$ cat src/rtl/universal_shift_engine.sv
// Multi-mode shift register that runs `count` shift steps of up to K bits each
// (logical, arithmetic and rotate), with parallel load and a one-cycle done pulse.
module universal_shift_engine #(
  parameter  int N  = 25,
  parameter  int K  = 4,
  localparam int SW = $clog2(K + 1),
  localparam int CW = $clog2(N + 1)
) (
  input  logic          clk,
  input  logic          rst,
  input  logic          ld,
  input  logic [N-1:0]  in,
  input  logic          start,
  input  logic [2:0]    mode,
  input  logic [SW-1:0] step,
  input  logic [CW-1:0] count,
  input  logic [K-1:0]  fill,
  output logic [N-1:0]  out,
  output logic [K-1:0]  shift_out,
  output logic          busy,
  output logic          done,
  output logic [1:0]    dbg_state
);

  typedef enum logic [1:0] {S_IDLE = 2'd0, S_RUN = 2'd1, S_DONE = 2'd2} state_t;

  localparam logic [2:0] M_LSL = 3'b000;
  localparam logic [2:0] M_LSR = 3'b001;
  localparam logic [2:0] M_ASR = 3'b010;
  localparam logic [2:0] M_ROL = 3'b011;
  localparam logic [2:0] M_ROR = 3'b100;
  localparam logic [SW-1:0] K_S = SW'(K);

  state_t        state_q, state_d;
  logic [N-1:0]  out_q, out_d;
  logic [K-1:0]  so_q, so_d;
  logic [2:0]    mode_q, mode_d;
  logic [SW-1:0] step_q, step_d;
  logic [CW-1:0] cnt_q, cnt_d;
  logic          busy_q, busy_d;
  logic          done_q, done_d;

  int            s;
  logic [N-1:0]  smask;
  logic [N-1:0]  fill_m;
  logic [N-1:0]  sh_out;
  logic [K-1:0]  sh_so;

  // One shift by the captured effective step; s is always in 1..K, so N-s never reaches N.
  always_comb begin
    s      = int'(step_q);
    smask  = {N{1'b1}} >> (N - s);
    fill_m = {{(N-K){1'b0}}, fill} & smask;
    sh_out = out_q;
    sh_so  = '0;
    case (mode_q)
      M_LSL: begin
        sh_out = (out_q << s) | fill_m;
        sh_so  = K'(out_q >> (N - s));
      end
      M_LSR: begin
        sh_out = (out_q >> s) | (fill_m << (N - s));
        sh_so  = K'(out_q & smask);
      end
      M_ASR: begin
        sh_out = $signed(out_q) >>> s;
        sh_so  = K'(out_q & smask);
      end
      M_ROL: begin
        sh_out = (out_q << s) | (out_q >> (N - s));
        sh_so  = K'(out_q >> (N - s));
      end
      M_ROR: begin
        sh_out = (out_q >> s) | (out_q << (N - s));
        sh_so  = K'(out_q & smask);
      end
      default: begin
        sh_out = out_q;
        sh_so  = '0;
      end
    endcase
  end

  always_comb begin
    state_d = state_q;
    out_d   = out_q;
    so_d    = so_q;
    mode_d  = mode_q;
    step_d  = step_q;
    cnt_d   = cnt_q;
    if (ld) begin
      out_d   = in;
      so_d    = '0;
      cnt_d   = '0;
      state_d = S_IDLE;
    end else begin
      case (state_q)
        S_IDLE: begin
          if (start) begin
            mode_d  = mode;
            step_d  = (step == '0) ? SW'(1) : ((step > K_S) ? K_S : step);
            cnt_d   = count;
            state_d = (count != '0) ? S_RUN : S_DONE;
          end
        end
        S_RUN: begin
          out_d = sh_out;
          so_d  = sh_so;
          cnt_d = cnt_q - CW'(1);
          if (cnt_q == CW'(1)) state_d = S_DONE;
        end
        S_DONE:  state_d = S_IDLE;
        default: state_d = S_IDLE;
      endcase
    end
    busy_d = (state_d == S_RUN);
    done_d = (state_d == S_DONE);
  end

  always_ff @(posedge clk or posedge rst) begin
    if (rst) begin
      state_q <= S_IDLE;
      out_q   <= '0;
      so_q    <= '0;
      mode_q  <= '0;
      step_q  <= SW'(1);
      cnt_q   <= '0;
      busy_q  <= 1'b0;
      done_q  <= 1'b0;
    end else begin
      state_q <= state_d;
      out_q   <= out_d;
      so_q    <= so_d;
      mode_q  <= mode_d;
      step_q  <= step_d;
      cnt_q   <= cnt_d;
      busy_q  <= busy_d;
      done_q  <= done_d;
    end
  end

  assign out       = out_q;
  assign shift_out = so_q;
  assign busy      = busy_q;
  assign done      = done_q;
  assign dbg_state = state_q;

endmodule

$ cat config.mk
export PLATFORM = sky130hd
export DESIGN_NAME = universal_shift_engine
export DESIGN_NICKNAME = d
export VERILOG_FILES = /design/src/rtl/universal_shift_engine.sv
export SDC_FILE = /design/constraint.sdc
export NUM_CORES = 1
export LEC_CHECK = 0
export CAP_MARGIN = 10
export CORE_MARGIN = 5
export CORE_UTILIZATION = 45
export DETAILED_ROUTE_END_ITERATION = 12
export PLACE_DENSITY = 0.69
export SYNTH_ARGS = -nofsm -noshare
export SYNTH_HDL_FRONTEND = slang
export SYNTH_SLANG_ARGS = --single-unit
$ cat constraint.sdc
create_clock -name clk -period 4.2 [get_ports clk]
set_input_delay 1.05 -clock clk [delete_from_list [all_inputs] [get_ports clk]]
set_output_delay 1.05 -clock clk [all_outputs]
set_load 0.02 [all_outputs]
# Yosys cells after proc, flatten, opt, wreduce, memory -nomap -nowiden

Cells that the tools add are included.

Register bits: 44
Input bits: 44
Output and inout port bits: 33
Logic and storage cells: 62

Add/sub/neg operators: 2
Magnitude comparators: 1
Equality and inequality tests: 9
Shift-type cells: 7
Muxes and demuxes: 16
Bitwise logic cells: 7
Reductions and logical operators: 12

Operator list:

| kind                                                                   | number |
|---|---|
| 25-bit one-hot mux with 5 select lines                                 | 1 |
| 25-bit OR                                                              | 4 |
| 25-bit by 32-bit << shifter with 25-bit output                         | 2 |
| 25-bit two-way mux                                                     | 2 |
| 25-bit by 32-bit right shift with 25-bit output                        | 1 |
| 25-bit by 32-bit right shift with 25-bit output (first input constant) | 1 |
| 4-bit by 25-bit AND with 25-bit output                                 | 1 |
| 25-bit by 3-bit << shifter with 25-bit output                          | 1 |
| 25-bit by 3-bit right shift with 25-bit output                         | 1 |
| 25-bit by 3-bit >>> shifter with 25-bit output                         | 1 |
| 5-bit two-way mux                                                      | 2 |
| 5-bit one-hot mux with 2 select lines                                  | 1 |
| 2-bit two-way mux                                                      | 4 |
| 4-bit two-way mux                                                      | 2 |
| 4-bit one-hot mux with 2 select lines                                  | 1 |
| 3-bit by 2-bit == test with 1-bit output (second input constant)       | 2 |
| 3-bit logical NOT                                                      | 2 |
| 3-bit two-way mux                                                      | 2 |
| 6-bit nonzero test                                                     | 1 |
| 5-bit by 3-bit subtractor with 6-bit output (first input constant)     | 1 |
| 5-bit by 1-bit == test with 1-bit output (second input constant)       | 1 |
| 5-bit nonzero test                                                     | 1 |
| 5-bit by 1-bit subtractor with 5-bit output (second input constant)    | 1 |
| 4-bit AND                                                              | 1 |
| 15 further kinds                                                       | 17 |

# Logic depth before layout (Yosys ltp)

Gate-level depths: netlist of the first run.

Depth after elaboration: 8
Depth in mapped cells: 11
Mapped depth without buffers: 7

# Worst setup path before layout of the first run

Ideal clock, no wire load.

Path kind: flip-flop to flip-flop
Start point: register step_q[1]
End point: register out_q[19] (netlist: out[19])
Library setup time: 0.082 ns
Data arrival time: 2.845 ns
Required time: 4.118 ns
Slack: 1.273 ns
Cell stages (with the launch flop): 12
Buffers on the path: 4
Period minus slack after synthesis: 2.927 ns
Cell sequence: dfrtp_1 > buf_2 > inv_2 > buf_2 > clkbuf_1 > ha_1 > clkbuf_1 > nor3b_4 > o211ai_1 > a2111oi_0 > o21ai_0 > a31oi_1

Cells in the longest elaborated chain, start to end: 8
Elaborated cells between the ends (all ways): 16
Those cells by class: add/sub (1); shift (7); mux (3); bitwise (5)

Ends and longest elaborated chain:

| what                                            | RTL line | RTL |
|---|---|---|
| start: declaration                              | 38       | `logic [SW-1:0] step_q, step_d;` |
| start signal: assignment                        | 135      | `step_q <= step_d;` |
| 5-bit by 3-bit subtractor with 6-bit output     | n/a      |  |
| 25-bit by 32-bit right shift with 25-bit output | 52       | `smask = {N{1'b1}} >> (N - s);` |
| 4-bit by 25-bit AND with 25-bit output          | 53       | `fill_m = {{(N-K){1'b0}}, fill} & smask;` |
| 25-bit by 32-bit << shifter with 25-bit output  | 62       | `sh_out = (out_q >> s) \| (fill_m << (N - s));` |
| 25-bit OR                                       | 62       |  |
| 25-bit one-hot mux with 5 select lines (*)      | 56       | `case (mode_q)` |
| 25-bit two-way mux (*)                          | 97       | `case (state_q)` |
| 25-bit two-way mux (*)                          | 91       | `if (ld) begin` |
| end signal: assignment                          | 132      | `out_q <= out_d;` |
| end: declaration                                | 35       | `logic [N-1:0] out_q, out_d;` |

Every way passes the cells marked *; elsewhere a longest branch is shown, timed or not. The select of a mux whose other input is x is not followed.
A chain may end at the register's enable or synchronous reset.

# Worst setup path in the final report of the first run

Start point: register step_q[0]
End point: register out_q[5] (netlist: out[5])

The elaborated chain is that of the path after synthesis.

==> reports/summary.txt, run 1 <==
DRT iter0 DRCs: 611
CP Data Required Time: 4.46 ns
Final Critical Period: 2.96 ns
fin. max-slew vios: 0
final setup skew: 0.00943 ns
first-pass iteration count of the detailed router: 7
routed len/inst: 23.5 µm
gr usage total: 0.268
share of layout cells above drive strength 1: 0.161
Synth Warn #: 0
Placed Instances: 733
non-filler cells, final: 741
hold path startpoint: shift_out[1]
CTS tree: yes
Worst Path Arrival: 3.22 ns
first-pass GRT wire length: 27.5 mm
total congestion overflow: 0
top post-synthesis cells by area: dfrtp_1 22%, mux2i_1 10%, mux2_2 9.8%
syn_area_per_cell: 8.90 µm²
CP max stage cell: dfstp_2
vias in the first global route: 4842
DRC: 0
remaining antenna violation count: 0
Worst Setup Start Kind: flop
slowest stage delay, CP: 0.95 ns
n_diodes: 0
number of clock sinks: 44
die width: 115 µm
Setup crit end kind: flop
Yosys top cell area share: 0.218
I/O Buffers: 76
Tcrit/Tclk final: 0.704
hpwl dp: 12.7 mm
root buffer cell: clkbuf_8
post-CTS setup repair buffer count: 0
crit path buf inv count: 1
register bit total from synthesis: 44
CP delay by family, top: multiplexers
post-CTS sizing: 0
clk slew on worst S/H paths: 0.09 ns
power per cell area: 457 nW/µm²
Netlist Area Pre-Place: 4940 µm²
Clk Latency, worst-skew pair: 0.31 ns
Hold WC Path Type: flop to flop
CP Class: flop to flop
Max clock buf depth: 2
TritonCTS buffer count: 5
crit path from: step_q[0]
fin nets: 648
CP Cell Sequence: buf_4, mux2_2, mux2i_1, mux4_1, a311oi_1, a21o_1
synthesis-to-finish area growth: 17.2%
die area: 13200 µm²
Rel. slew slack: 0.337
Worst-Margin Slew: 0.994 ns
Mapped Cells: 555
final hold vios: 0
CP max FO: 36
leakage power: 2.23 nW
RR Startpoint: step_q[0]
htree depth: 2
initial core utilization: 0.458
Final Setup Violations: 0
Highest Clock Rate: 0.338 GHz
top cells by count, synth: 51 x mux2i_1, 47 x nor2_1, 44 x nand2_1
Unique masters post-synth: 69
setup_tns: 0 ns
Seq/Total Area, Yosys: 0.223
drt total wl: 17.4 mm
RSZ-0062 raised after global routing: no
Die H: 115 µm
pre-CTS setup slack: 1.30 ns
vias per cell: 6.61
area of the core: 10800 µm²
cell row count: 38
status: finished clean
Final Wtd Congestion: 0.945
most common cell in the netlist: mux2i_1
peak supply drop: 0.241 mV
Synth Net Count: 603
vias: 4901
Final WS setup: 1.24 ns
number of flops mapped to enable cells by yosys: 0
initial antenna violation count: 0
Synth async-reset ratio: 1.00
Final Core Density: 0.536
# IOs: 77
largest net degree at the start of global routing: 64
biggest area consumer among synthesized cells: dfrtp_1
predominant post-synthesis flop cell: dfrtp_1
maxcap violations: 0
hold_buf cts: 0
[registers in the layout (all words and copies together) (netlist names)]
register	cells
mode_q	3
step_q	3
dbg_state	2
out	25
cnt_q	5
busy	1
done	1
shift_out	4
[layer usage]
| layer | GRT usage | up-vias | wire length [µm] |
|---|---|---|---|
| met5 | 0 | - | 0 |
| met4 | 0.103 | 0 | 620 |
| met3 | 0.0579 | 46 | 1600 |
| met2 | 0.417 | 272 | 7990 |
| met1 | 0.366 | 2372 | 7220 |
| li1 | - | 2211 | - |
[path summary, 6_finish.rpt]
| check | to | slack, ns | depth (start not counted) |
|---|---|---|---|
| min | shift_out[1] | 0.50 | 2 |
| max | out[5] | 1.24 | 6 |
| max in group asynchronous | step_q[1] | 2.23 | 2 |
| min in group asynchronous | done | 1.29 | 2 |
| max reg2reg | out[5] | 1.24 | 6 |
| min reg2reg | shift_out[1] | 0.50 | 2 |
[cells in the final DEF, fill, tap and decap left out, types with 6 or more instances in the layout]
master	n
clkdlybuf4s50_1	75
mux2i_1	51
nor2_1	46
nand2_1	44
mux2_2	43
dfrtp_1	42
o21ai_0	30
a21oi_1	29
mux4_2	19
nand2b_1	15
nor3b_1	15
o31ai_1	15
buf_4	15
nor3_1	14
inv_1	10
a31oi_1	10
nor2b_1	8
o211ai_1	6
nand3_1	6
[worst min-delay path, delay by kind of cell, from the launching register on]
| family | cells | cell delay (ns) |
|---|---|---|
| AO/OA/AOI/OAI | 1 | 0.06 |
| AND/OR/NAND/NOR | 1 | 0.05 |
| flip-flops | 1 | 0.36 |
[final cells by class]
cell class / instances / area (µm²)
inverters: 12 / 45.0
fillers: 1038 / 5010
flip-flops and latches: 44 / 1100
repair buffers: 91 / 868
well taps: 140 / 175
multi-input cells: 446 / 3510
clock buffers: 6 / 72.6
clock inverters: 2 / 12.5
[where the power goes]
group | internal, W | switching [W]
logic | 0.000766 | 0.000943
clock network | 0.000117 | 0.000164
registers | 0.000493 | 0.000163
total | 0.00138 | 0.00127
[cells by family after synthesis]
logic type	after synthesis	share of synthesized area
AOI/OAI and AO/OA	152	0.208
xor gates and xnor gates	2	0.00355
adders and majority gates	4	0.0101
buffers and inverters	65	0.0669
DFF	44	0.223
muxes	117	0.309
and+or+nand+nor	171	0.179
[through the flow]
step	hold WS, ns	cell area [µm²]	power [W]
after floorplan	0.487	4940	0.00183
after global placement	0.472	5700	0.00234
after detailed placement	0.479	5700	0.00233
after CTS	0.502	5790	0.00263
after global routing	0.527	5790	0.00280
final	0.501	5790	0.00264
(Power assumes the default switching activity.)
==> inputs of run 2 (changes only) <==
- clock period: 4.2 -> 2.8 ns (I/O delays scaled with it)
==> run 2 against run 1 <==
Net effect: global-route usage is 1.1 points lower; worst setup slack got worse by 0.88 ns; largest power group unchanged; clock-buffer cell count is the same; hold slack better by 0.020 ns; core utilization is 1.2 points higher; design area increased by 2.2%.
==> reports/summary.txt, run 2 (same netlist as run 1, synthesis figures left out) <==
hold path cells: 2
fin nets: 659
max reg flops: 25
leakage power: 2.31 nW
total congestion overflow: 0
Final Critical Period: 2.44 ns
Hold WC Path Type: flop to flop
Setup crit end kind: flop
root buffer cell: clkbuf_8
CP Data Required Time: 3.05 ns
fin. max-slew vios: 0
final hold vios: 0
initial core utilization: 0.458
I/O Buffers: 76
worst reg2reg path depth: 7
fillers: 1013
hold_buf cts: 0
CP Cell Sequence: inv_1, ha_1, mux2i_1, o22ai_1, a21oi_1, o311ai_1, a22o_1
Worst-Margin Slew: 0.625 ns
hpwl dp: 12.5 mm
RSZ-0062 raised after global routing: no
Worst Setup Start Kind: flop
vias: 4925
largest net degree at the start of global routing: 44
peak supply drop: 0.249 mV
Final Wtd Congestion: 1.01
post-CTS sizing: 0
Max clock buf depth: 2
number of clock sinks: 44
die area: 13200 µm²
post-CTS setup repair buffer count: 0
power per cell area: 689 nW/µm²
routed len/inst: 22.3 µm
vias in the first global route: 4771
Die H: 115 µm
synthesis-to-finish area growth: 19.7%
maxcap violations: 0
Final Setup Violations: 0
area of the core: 10800 µm²
drt total wl: 16.7 mm
CP Class: flop to flop
htree depth: 2
DRT iter0 DRCs: 522
CP max FO: 15
first-pass GRT wire length: 26.8 mm
# IOs: 77
DRC: 0
remaining antenna violation count: 0
initial antenna violation count: 0
Clk Latency, worst-skew pair: 0.31 ns
Register Area: 1100 µm²
die width: 115 µm
CP delay by family, top: compound AO/OA/AOI/OAI gates
Highest Clock Rate: 0.410 GHz
hold_ws: 0.521 ns
Levels on crit path: 7
share of layout cells above drive strength 1: 0.175
Final Core Density: 0.548
Worst Path Arrival: 2.69 ns
most frequent cells in the layout: 75 x clkdlybuf4s50_1, 51 x mux2i_1, 46 x nor2_1
first-pass iteration count of the detailed router: 5
CTS tree: yes
non-filler cells, final: 751
setup_tns: 0 ns
Multi-input gate area: 3510 µm²
cell row count: 38
Tcrit/Tclk final: 0.871
vias per cell: 6.56
Placed Instances: 744
CP max stage cell: ha_1
n_diodes: 0
gr usage total: 0.257
crit path buf inv count: 1
Rel. slew slack: 0.583
reg-to-reg setup timing slack: 0.36 ns
TritonCTS buffer count: 5
final setup skew: 0.00695 ns
clk slew on worst S/H paths: 0.09 ns
most common cell after layout, fill and taps aside: clkdlybuf4s50_1
slowest stage delay, CP: 0.69 ns
status: finished clean
## run 2: worst paths after layout
path | endpoint | from
worst max-delay path | out[4] | step_q[2]
worst min-delay path | shift_out[3] | shift_out[3]
worst max register to register | out[4] | step_q[2]
worst min register to register | shift_out[3] | shift_out[3]
max in group asynchronous | step_q[0] | rst
min in group asynchronous | out[4] | rst
## run 2: area by class of cell
cell class	instances	area share
multi-input combinational	446	0.594
sequential	44	0.187
timing repair buffer	102	0.165
tap	140	0.0296
clock buffer	6	0.0123
inverter	12	0.00762
clock inverter	1	0.00508
## run 2: worst register-to-register path, delay by kind of cell (launching register included)
| family | cells | cell delay, ns |
|---|---|---|
| AOI/OAI and AO/OA | 4 | 1.10 |
| adders and majority gates | 1 | 0.69 |
| DFF | 1 | 0.36 |
| muxes | 1 | 0.16 |
| buffers and inverters | 1 | 0.07 |
## run 2: power by group
part | switching, W | leakage [nW] | internal [W]
clock network | 0.000236 | 0.0513 | 0.000262
registers | 0.000225 | 0.540 | 0.000740
logic | 0.00142 | 1.71 | 0.00120
total | 0.00188 | 2.31 | 0.00220
## run 2: per-stage QoR
| stage | worst slack (ns) | instance area, µm² | power [W] |
|---|---|---|---|
| final | 0.362 | 5910 | 0.00408 |
| after global routing | 0.192 | 5910 | 0.00430 |
| after CTS | 0.389 | 5910 | 0.00403 |
| after detailed placement | 0.290 | 5810 | 0.00352 |
| after global placement | 0.391 | 5810 | 0.00352 |
| after floorplan | 0.0183 | 4940 | 0.00275 |
## run 2: layer usage
layer,track usage,wire length (µm),vias up
li1,-,-,2228
met5,0,0,-
met2,0.393,7460,277
met4,0.103,662,0
met1,0.365,7220,2370
met3,0.0426,1400,50
==> inputs of run 3 (changes only) <==
- CTS_BUF_LIST: default -> sky130_fd_sc_hd__clkbuf_2 sky130_fd_sc_hd__clkbuf_4 sky130_fd_sc_hd__clkbuf_8
- RECOVER_POWER: default -> 25
==> run 3 against run 2 <==
Net effect: design area shrank 0.19%; global-route usage down 0.088 points; cell count unchanged; worst setup slack worse by 0.040 ns; core utilization fell by 0.10 points; non-clock buffer count stayed put; first-iteration DRC count shrank 1.1%; register-to-register slack got worse by 0.04 ns; die area unchanged; critical path type unchanged.
==> reports/summary.txt, run 3 (same netlist as run 1, synthesis figures left out) <==
most frequent cells in the layout: 74 x clkdlybuf4s50_1, 51 x mux2i_1, 46 x nor2_1
DRT iter0 DRCs: 516
area of the core: 10800 µm²
Worst-Margin Slew: 0.916 ns
Setup crit end kind: flop
reg-to-reg setup timing slack: 0.32 ns
Metal-1 WL: 7.16 mm
initial antenna violation count: 0
# IOs: 77
CTS tree: yes
non-filler cells, final: 751
CP Cell Sequence: inv_1, ha_1, mux2i_1, o22ai_1, a21oi_1, o311ai_1, a22o_1
vias: 4915
Die H: 115 µm
Final Setup Violations: 0
largest net degree at the start of global routing: 44
worst reg2reg path depth: 7
routed len/inst: 22.2 µm
max reg flops: 25
post-CTS setup repair buffer count: 0
RSZ-0062 raised after global routing: no
post-CTS sizing: 0
fillers: 1019
gr usage total: 0.256
Final WS setup: 0.321 ns
share of layout cells above drive strength 1: 0.175
slowest stage delay, CP: 0.68 ns
Hold WC Path Type: flop to flop
CP Data Required Time: 3.05 ns
Worst Setup Start Kind: flop
DR WL met3: 1.37 mm
setup_tns: 0 ns
final hold vios: 0
wire length on met2: 7.45 mm
drt total wl: 16.6 mm
Top Metal Used: met4
initial core utilization: 0.458
power per cell area: 692 nW/µm²
maxcap violations: 0
CP max FO: 15
Highest Clock Rate: 0.403 GHz
vias per cell: 6.54
die width: 115 µm
hold_buf cts: 0
pre-CTS setup slack: 0.290 ns
first-pass GRT wire length: 26.7 mm
Placed Instances: 744
remaining antenna violation count: 0
number of clock sinks: 44
I/O Buffers: 76
fin nets: 659
Tcrit/Tclk final: 0.885
CP max stage cell: ha_1
first-pass iteration count of the detailed router: 5
Worst R2R End: out[4]
Max clock buf depth: 2
die area: 13200 µm²
final setup skew: 0.0106 ns
Worst Path Arrival: 2.73 ns
status: finished clean
TritonCTS buffer count: 5
Clk Latency, worst-skew pair: 0.31 ns
clk slew on worst S/H paths: 0.09 ns
CP Class: flop to flop
Endpoint, Worst Hold: shift_out[3]
total congestion overflow: 0
hold path cells: 2
synthesis-to-finish area growth: 19.5%
CP delay by family, top: compound AO/OA/AOI/OAI gates
RR Startpoint: step_q[2]
peak supply drop: 0.251 mV
hold path startpoint: shift_out[3]
hpwl dp: 12.5 mm
root buffer cell: clkbuf_8
Rel. slew slack: 0.389
crit path buf inv count: 1
fin. max-slew vios: 0
cell row count: 38
DRC: 0
most common cell after layout, fill and taps aside: clkdlybuf4s50_1
htree depth: 2
Final Critical Period: 2.48 ns
leakage power: 2.30 nW
vias in the first global route: 4790
Final Wtd Congestion: 1.01
n_diodes: 0
hold_ws: 0.518 ns
-- run 3: cell count changes in the layout (fill, tap and decap cells not counted) --
cell / before / now
buf_12: 2 / 1
clkbuf_1: 1 / 0
clkbuf_2: 0 / 1
clkbuf_4: 0 / 1
clkdlybuf4s50_1: 75 / 74
dlygate4sd3_1: 0 / 1
inv_1: 10 / 11
inv_2: 2 / 1
-- run 3: worst max path at each step --
| stage | endpoint | from | slack, ns | cells after the start |
|---|---|---|---|---|
| floorplan | out[19] | step_q[1] | 0.02 | 11 |
| global route | out[19] | step_q[2] | 0.19 | 7 |
| detailed placement | out[19] | fill[3] | 0.29 | 6 |
| CTS | out[24] | out[24] | 0.39 | 1 |
| finish | out[4] | step_q[2] | 0.32 | 7 |
| global placement | out[16] | fill[0] | 0.39 | 6 |
-- run 3: layout make-up --
type / instances / area (µm²) / area share
Multi-Input combinational cell: 446 / 3510 / 0.595
Sequential cell: 44 / 1100 / 0.187
Timing Repair Buffer: 102 / 961 / 0.163
Tap cell: 140 / 175 / 0.0297
Clock buffer: 6 / 76.3 / 0.0129
Inverter: 12 / 45.0 / 0.00763
Clock inverter: 1 / 30.0 / 0.00509
-- run 3: power by group --
group	total, W	internal [W]	switching (W)
clock network	0.000508	0.000272	0.000237
logic	0.00261	0.00119	0.00141
registers	0.000965	0.000740	0.000225
-- run 3: tightest hold or removal path: cells and delay by family, from the launching register on --
kind            cells  cell delay (ns)
compound gates      1             0.07
flops               1             0.36
simple gates        1             0.05
-- run 3: through the flow --
| step | instance area (µm²) | power (W) | utilization |
|---|---|---|---|
| after floorplan | 4940 | 0.00275 | - |
| after CTS | 5920 | 0.00404 | 0.548 |
| final | 5900 | 0.00408 | 0.547 |
| after global placement | 5810 | 0.00352 | 0.538 |
| after detailed placement | 5810 | 0.00352 | 0.538 |
| after global routing | 5900 | 0.00430 | 0.547 |
-- run 3: layer usage --
metal,vias to the layer above,GRT usage
li1,2224,-
met1,2381,0.362
met2,268,0.387
met3,42,0.0437
met4,0,0.111
met5,-,0
